**src/rtl/ifc_and_unit_if.sv**
```systemverilog
// rtl/ifc_and_unit_if.sv - method-style handshake bundle for the AND unit
interface ifc_and_unit_if #(
  parameter int WIDTH = 1
);
  logic [WIDTH-1:0] a_data;
  logic             a_en;
  logic             a_rdy;
  logic [WIDTH-1:0] b_data;
  logic             b_en;
  logic             b_rdy;
  logic             y_en;
  logic [WIDTH-1:0] y_data;
  logic             y_rdy;

  modport master (
    output a_data, a_en, b_data, b_en, y_en,
    input  a_rdy, b_rdy, y_data, y_rdy
  );

  modport slave (
    input  a_data, a_en, b_data, b_en, y_en,
    output a_rdy, b_rdy, y_data, y_rdy
  );
endinterface

```
**src/rtl/ifc_and_unit.sv**
```systemverilog
// rtl/ifc_and_unit.sv - two operand FIFOs whose heads are ANDed and popped together
module ifc_and_unit #(
  parameter int WIDTH = 1,
  parameter int DEPTH = 2
) (
  input logic           CLK,
  input logic           RST_N,  // active-high synchronous reset despite the name
  ifc_and_unit_if.slave bus
);

  localparam int PW = (DEPTH > 1) ? $clog2(DEPTH) : 1;
  localparam int CW = $clog2(DEPTH + 1);
  localparam logic [PW-1:0] PTR_ONE  = PW'(1);
  localparam logic [CW-1:0] CNT_ONE  = CW'(1);
  localparam logic [CW-1:0] CNT_FULL = CW'(DEPTH);

  logic [WIDTH-1:0] mem_a [DEPTH];
  logic [WIDTH-1:0] mem_b [DEPTH];

  logic [PW-1:0] rd_a, wr_a, rd_b, wr_b;
  logic [CW-1:0] cnt_a, cnt_b;
  logic [CW-1:0] cnt_a_nxt, cnt_b_nxt;

  logic a_fire, b_fire, y_fire;

  // Guards depend only on registered state and reset, never on the enables
  assign bus.a_rdy  = (cnt_a != CNT_FULL) & ~RST_N;
  assign bus.b_rdy  = (cnt_b != CNT_FULL) & ~RST_N;
  assign bus.y_rdy  = (cnt_a != '0) & (cnt_b != '0) & ~RST_N;
  assign bus.y_data = bus.y_rdy ? (mem_a[rd_a] & mem_b[rd_b]) : '0;

  assign a_fire = bus.a_en & bus.a_rdy;
  assign b_fire = bus.b_en & bus.b_rdy;
  assign y_fire = bus.y_en & bus.y_rdy;

  always_comb begin
    cnt_a_nxt = cnt_a;
    unique case ({a_fire, y_fire})
      2'b10:   cnt_a_nxt = cnt_a + CNT_ONE;
      2'b01:   cnt_a_nxt = cnt_a - CNT_ONE;
      default: cnt_a_nxt = cnt_a;
    endcase
  end

  always_comb begin
    cnt_b_nxt = cnt_b;
    unique case ({b_fire, y_fire})
      2'b10:   cnt_b_nxt = cnt_b + CNT_ONE;
      2'b01:   cnt_b_nxt = cnt_b - CNT_ONE;
      default: cnt_b_nxt = cnt_b;
    endcase
  end

  // Storage has no reset; the fire terms are already gated off during reset
  always_ff @(posedge CLK) begin
    if (a_fire) mem_a[wr_a] <= bus.a_data;
    if (b_fire) mem_b[wr_b] <= bus.b_data;
  end

  always_ff @(posedge CLK) begin
    if (RST_N) begin
      rd_a  <= '0;
      wr_a  <= '0;
      rd_b  <= '0;
      wr_b  <= '0;
      cnt_a <= '0;
      cnt_b <= '0;
    end else begin
      if (a_fire) wr_a <= wr_a + PTR_ONE;
      if (b_fire) wr_b <= wr_b + PTR_ONE;
      if (y_fire) begin
        rd_a <= rd_a + PTR_ONE;
        rd_b <= rd_b + PTR_ONE;
      end
      cnt_a <= cnt_a_nxt;
      cnt_b <= cnt_b_nxt;
    end
  end

endmodule

```
**src/flat_wrapper.sv**
```systemverilog
// flat-port wrapper written by rule: the top's interface ports become plain ports
module ifc_and_unit_flat 
#(
  parameter int WIDTH = 1,
  parameter int DEPTH = 2
)
  (CLK, RST_N, bus_a_data, bus_a_en, bus_b_data, bus_b_en, bus_y_en, bus_a_rdy, bus_b_rdy, bus_y_data, bus_y_rdy);
  ifc_and_unit_if #(.WIDTH(WIDTH)) bus_i ();
  input logic CLK;
  input logic RST_N;
  input wire logic [$bits(bus_i.a_data)-1:0] bus_a_data;
  input wire logic [$bits(bus_i.a_en)-1:0] bus_a_en;
  input wire logic [$bits(bus_i.b_data)-1:0] bus_b_data;
  input wire logic [$bits(bus_i.b_en)-1:0] bus_b_en;
  input wire logic [$bits(bus_i.y_en)-1:0] bus_y_en;
  output wire logic [$bits(bus_i.a_rdy)-1:0] bus_a_rdy;
  output wire logic [$bits(bus_i.b_rdy)-1:0] bus_b_rdy;
  output wire logic [$bits(bus_i.y_data)-1:0] bus_y_data;
  output wire logic [$bits(bus_i.y_rdy)-1:0] bus_y_rdy;
  assign bus_i.a_data = bus_a_data;
  assign bus_i.a_en = bus_a_en;
  assign bus_i.b_data = bus_b_data;
  assign bus_i.b_en = bus_b_en;
  assign bus_i.y_en = bus_y_en;
  assign bus_a_rdy = bus_i.a_rdy;
  assign bus_b_rdy = bus_i.b_rdy;
  assign bus_y_data = bus_i.y_data;
  assign bus_y_rdy = bus_i.y_rdy;
  ifc_and_unit #(.WIDTH(WIDTH), .DEPTH(DEPTH)) u_core (.CLK(CLK), .RST_N(RST_N), .bus(bus_i));
endmodule
```
**config.mk**
```make
export PLATFORM = sky130hd
export DESIGN_NAME = ifc_and_unit_flat
export DESIGN_NICKNAME = d
export VERILOG_FILES = /design/src/rtl/ifc_and_unit_if.sv /design/src/rtl/ifc_and_unit.sv /design/src/flat_wrapper.sv
export SDC_FILE = /design/constraint.sdc
export NUM_CORES = 1
export LEC_CHECK = 0
export CAP_MARGIN = 20
export CORE_MARGIN = 1.5
export CORE_UTILIZATION = 48
export CTS_CLUSTER_DIAMETER = 40
export DETAILED_ROUTE_END_ITERATION = 6
export PLACE_DENSITY = 0.83
export SYNTH_ARGS = -nofsm -noshare
export SYNTH_HDL_FRONTEND = slang
export SYNTH_SLANG_ARGS = --single-unit
```
**constraint.sdc**
```tcl
create_clock -name CLK -period 2.25 [get_ports CLK]
set_input_delay 0.5625 -clock CLK [delete_from_list [all_inputs] [get_ports CLK]]
set_output_delay 0.5625 -clock CLK [all_outputs]
set_load 0.005 [all_outputs]
```
# Yosys cells after proc, flatten, opt, wreduce, memory -nomap -nowiden
# Memories as Yosys holds them, arrays and structs flattened. A register that Yosys moved wholly into a read port is not among the register bits.
# Cells that the tools add are included.
[op_classes] n_eq_ne=6 n_bitwise=9 reduce_logical=4 multipliers=0 addsub=8 order_cmp=0 div_mod_pow=0 muxes=11 shift=0
[op_table] operator="1-bit two-way mux" n=9
[op_table] operator="1-bit bitwise AND" n=8
[op_table] operator="2-bit one-hot mux with 2 select lines" n=2
[op_table] operator="2-bit nonzero test" n=4
[op_table] operator="1-bit adder, second input constant" n=4
[op_table] operator="2-bit by 1-bit adder with 2-bit output, second input constant" n=2
[op_table] operator="2-bit by 1-bit == test with 1-bit output, second input constant" n=2
[op_table] operator="2-bit == test, second input constant" n=2
[op_table] operator="2-bit != test, second input constant" n=2
[op_table] operator="2-bit by 1-bit subtractor with 2-bit output, second input constant" n=2
[op_table] operator="1-bit NOT" n=1
[totals] out_inout_bits=4 reg_bits=8 memories=2 elab_cells=46 mem_bits_rw=4 rom_bits=0 latch_bits=0
[memory_table] name="u_core.mem_a" depth=2 width=1 read_ports=1 rd_clocked_by_memory_dff=1 wr=1 line_no="ifc_and_unit.sv:17" rtl="logic [WIDTH-1:0] mem_a [DEPTH];"
[memory_table] name="u_core.mem_b" depth=2 width=1 read_ports=1 rd_clocked_by_memory_dff=1 wr=1 line_no="ifc_and_unit.sv:18" rtl="logic [WIDTH-1:0] mem_b [DEPTH];"

# Depth between registers and ports, before layout
[depth] word_depth=6 mapped_depth=7 depth_no_buf=7

# Least setup slack after synthesis
# OpenSTA, ideal clock, no wires.
[synth_path] kind="in2reg" from="input port RST_N" to="register u_core.cnt_b[1]" path_buffers=1 required_ns=2.180 stages=5 setup_time_ns=0.070 setup_slack_ns=0.338 arrival_ns=1.842 cell_sequence="buf_2 > nor3b_4 > ha_1 > or3_1 > a21oi_1"
[synth_via] elab_chain_cells=5 word_cells_on_any_way=9
[synth_lines] element="from (decl)" line_no="flat_wrapper.sv:10" rtl="input logic RST_N;"
[synth_lines] element="1-bit NOT (*)" line_no="ifc_and_unit.sv:29" rtl="assign bus.y_rdy = (cnt_a != '0) & (cnt_b != '0) & ~RST_N;"
[synth_lines] element="1-bit bitwise AND (*)" line_no="ifc_and_unit.sv:29"
[synth_lines] element="1-bit bitwise AND (*)" line_no="ifc_and_unit.sv:34" rtl="assign y_fire = bus.y_en & bus.y_rdy;"
[synth_lines] element="via u_core.y_fire" line_no="ifc_and_unit.sv:24" rtl="logic a_fire, b_fire, y_fire;"
[synth_lines] element="2-bit by 1-bit == test with 1-bit output or 2-bit == test (tied branches)" line_no="ifc_and_unit.sv:47" rtl="unique case ({b_fire, y_fire})"
[synth_lines] element="2-bit one-hot mux with 2 select lines or 2-bit nonzero test (tied branches)"
[synth_lines] element="to (signal assigned)" line_no="ifc_and_unit.sv:76" rtl="cnt_b <= cnt_b_nxt;"
[synth_lines] element="to (decl)" line_no="ifc_and_unit.sv:21" rtl="logic [CW-1:0] cnt_a, cnt_b;"
# The timed path passes the listed nets; every way through them passes the cells marked *.
# A chain may end at the register's enable or synchronous reset.

# Worst setup path after layout
[layout_path] from="input port RST_N" to="output port bus_a_rdy"
[layout_via] elab_chain_cells=2
[layout_lines] element="1-bit NOT" line_no="ifc_and_unit.sv:27" rtl="assign bus.a_rdy = (cnt_a != CNT_FULL) & ~RST_N;"
[layout_lines] element="1-bit bitwise AND" line_no="ifc_and_unit.sv:27"
[layout_lines] element="to (decl)" line_no="flat_wrapper.sv:16" rtl="output wire logic [$bits(bus_i.a_rdy)-1:0] bus_a_rdy;"
# No other way between the ends.

==> impl_results.md <==
* CP arrival at 1630 ps
* Critical Path Start Type: primary input
* Final Skew at 5.637 ps
* IR drop worst, VDD at 0.3893 mV
* Cts bufs inserted at 3
* Longest Clk Path Bufs at 2
* Reg-to-Reg Start: u_core.cnt_a[0]
* Pwr/cell area at 616.0 mW/mm2
* Top post-synthesis cells by count: 10 x dfxtp_1, 6 x mux2i_1, 5 x nor2_1, 4 x edfxtp_1, 4 x nand2_1
* Vias in the first global route at 499
* Slew margin rel. at 0.7407
* CTS tree: built
* IO Pins at 11
* N_diodes at 0
* Clock root cell: clkbuf_4
* Antenna-violating nets left at 0
* Status: completed
* Crit path time final at 2190 ps
* Least-Margin Pin Slew at 385.5 ps
* Synthesis-to-finish area growth at 29.36%
* Worst R2R Path Depth at 7
* Cell area after layout at 815.8 um2
* MaxCap Viol Count at 0
* Yosys cell types at 22
* Number of remaining DRC errors at 0
* Initial antenna violation count at 0
* Async SR Flop Fraction at 0
* Netlist Area Pre-Place at 630.6 um2
* Hold Path Class: flip-flop to flip-flop
* First-pass GRT wire length at 1966 um
* Post-layout nets at 87
* FF+latch area at 320.3 um2
* Congestion Overflow GR at 0
* Crit Reg-Reg Endpoint: u_core.cnt_a[1]
* Initial core utilization at 0.5385
* GPL Wtd Cong at 0.7860
* Critical Path Sink Type: primary output
* Yosys top cell by area: dfxtp_1
* Clock transition at path regs at 80 ps
* Die width at 39.25 um
* Row count at 12
* Layout cells sized above 1 at 0.1818
* Register area share after synthesis at 0.5079
* Primary FF master, synth: dfxtp_1
* Req. time, crit path at 1690 ps
* Detail Placement HPWL at 878.4 um
* Post-Syn Instances at 58
* Area share of the largest cell type after synthesis at 0.3175
* Count of final hold-check violations at 0
* Die area at 0.001540 mm2
* Max Clk Rate at 0.4566 GHz
* Synth warnings at 0
* Multiplexer area fraction after synthesis at 0.09524
* Setup Buffers After CTS at 0
* Largest family of logic cells by synthesized area: simple AND/OR/NAND/NOR gates
* Worst setup margin at 60.08 ps
* Clk_lat worst skew at 290 ps
* WL/cell at 12.29 um
* R2r setup slk at 520 ps
* Synth Register Bits at 14
* DR vias at 481
* Die Ht at 39.25 um
* Mean Syn Cell Area at 10.87 um2
* Final setup violation count at 0
* H-tree depth at 1
* Simple-gate share of the synthesized area at 0.2004
* Count leader, synth: dfxtp_1
* Critical Setup Path Class: primary input to primary output
* Mean number of vias per cell at 5.286
* Gr usage total at 0.2005
* Top post-synthesis cells by area: dfxtp_1 32%, edfxtp_1 19%, mux2i_1 9.5%, ha_1 4.0%, nor2_1 3.0%
* Final Max Tran Viols at 0
* RSZ-0062 raised after global routing: no
* Drt pass-1 iters at 2
* Fin crit share at 0.9733
* Compound-Gate Fraction of Synth Area at 0.07540
* Synth Area in Adders at 0.03968
* CP Max Fanout at 3
* Hold depth at 1
* Post-synthesis xor/xnor area fraction at 0.05556
* Hold Path Origin: u_core.rd_b
* Fill cells at 92
* EDFF count, synth at 4
* Sink of the worst hold path: u_core.rd_b
* Multi-input logic area at 299.0 um2
* Core Region at 0.001171 mm2
* DR iter-0 viols at 1
* Buffers on Ports at 10
* Largest net degree at the start of global routing at 9
* Setup slack after placement at -185.0 ps
* Final WL at 1118 um
* Synth Net Count at 67
* Area after DPL at 788.3 um2
* # clock sinks at 14
* Leak at 0.3404 nW
==> cell type report <==
type                            instances  share of cell area
Clock buffer                            3             0.02761
Clock inverter                          1            0.004601
Inverter                                3             0.01380
Multi-Input combinational cell         40              0.3666
Sequential cell                        14              0.3926
Tap cell                               14             0.02147
Timing Repair Buffer                   16              0.1733
==> metal layers <==
| layer | share of wire | GRT usage | up-vias |
|---|---|---|---|
| met3 | 0.043 | 0.08671 | 5 |
| met4 | 0.015 | 0.07759 | 0 |
| met1 | 0.42 | 0.1761 | 224 |
| met2 | 0.52 | 0.3875 | 7 |
| met5 | 0 | 0 | - |
| li1 | - | - | 245 |
==> power breakdown <==
group          total, mW  leakage, nW  switching [mW]  internal (mW)
Combinational     0.0691        0.207          0.0292         0.0399
Sequential         0.285        0.118          0.0116          0.274
Clock              0.148       0.0154          0.0833         0.0645
==> metrics by stage <==
step	power (mW)	hold slack, ps	util	TNS, ps	cells
6_report	0.5025	475.2	0.6966	0	91
5_1_grt	0.5307	499.9	0.6966	0	91
4_1_cts	0.5097	473.1	0.6966	0	91
3_5_place_dp	0.3609	462.1	0.6731	-860.5	87
3_3_place_gp	0.3580	447.6	0.6731	-720.0	87
2_1_floorplan	0.3274	436.6	-	0	58
==> worst max-delay path, stage by stage <==
cell	delay (ps)
dlygate4sd2_1	240
buf_4	150
nor2_2	150
clkdlybuf4s50_1	520
==> logic make-up (layout without fill, tap and decap cells) <==
logic type | Yosys count | count (layout)
DFF | 14 | 14
AOI/OAI and AO/OA | 7 | 7
and+or+nand+nor | 21 | 21
xor gates and xnor gates | 4 | 4
adders and majority gates | 2 | 2
buffers and inverters | 4 | 23
muxes | 6 | 6
==> cells in the final DEF, fill, tap and decap left out, types with 3 or more instances in the layout <==
cell type	instances
buf_4	6
clkbuf_4	3
clkdlybuf4s50_1	7
dfxtp_1	10
dlygate4sd2_1	3
edfxtp_1	4
inv_1	3
mux2i_1	6
nand2_1	4
nor2_1	3
==> worst max path at each step <==
stage | slack (ps) | from | end | depth (start not counted)
2_1_floorplan | 340 | RST_N | u_core.cnt_b[1] | 5
3_3_place_gp | -170 | RST_N | bus_a_rdy | 4
3_5_place_dp | -190 | RST_N | bus_a_rdy | 4
4_1_cts | 60 | RST_N | bus_a_rdy | 4
5_1_grt | 5 | RST_N | bus_a_rdy | 4
6_report | 60 | RST_N | bus_a_rdy | 4
==> repair_timing <==
item,in CTS,in global routing
setup endpoints to repair,4,0
hold endpoints to repair,0,0
hold buffers,0,0
gates resized for setup,5,0
(Power assumes the default switching activity.)
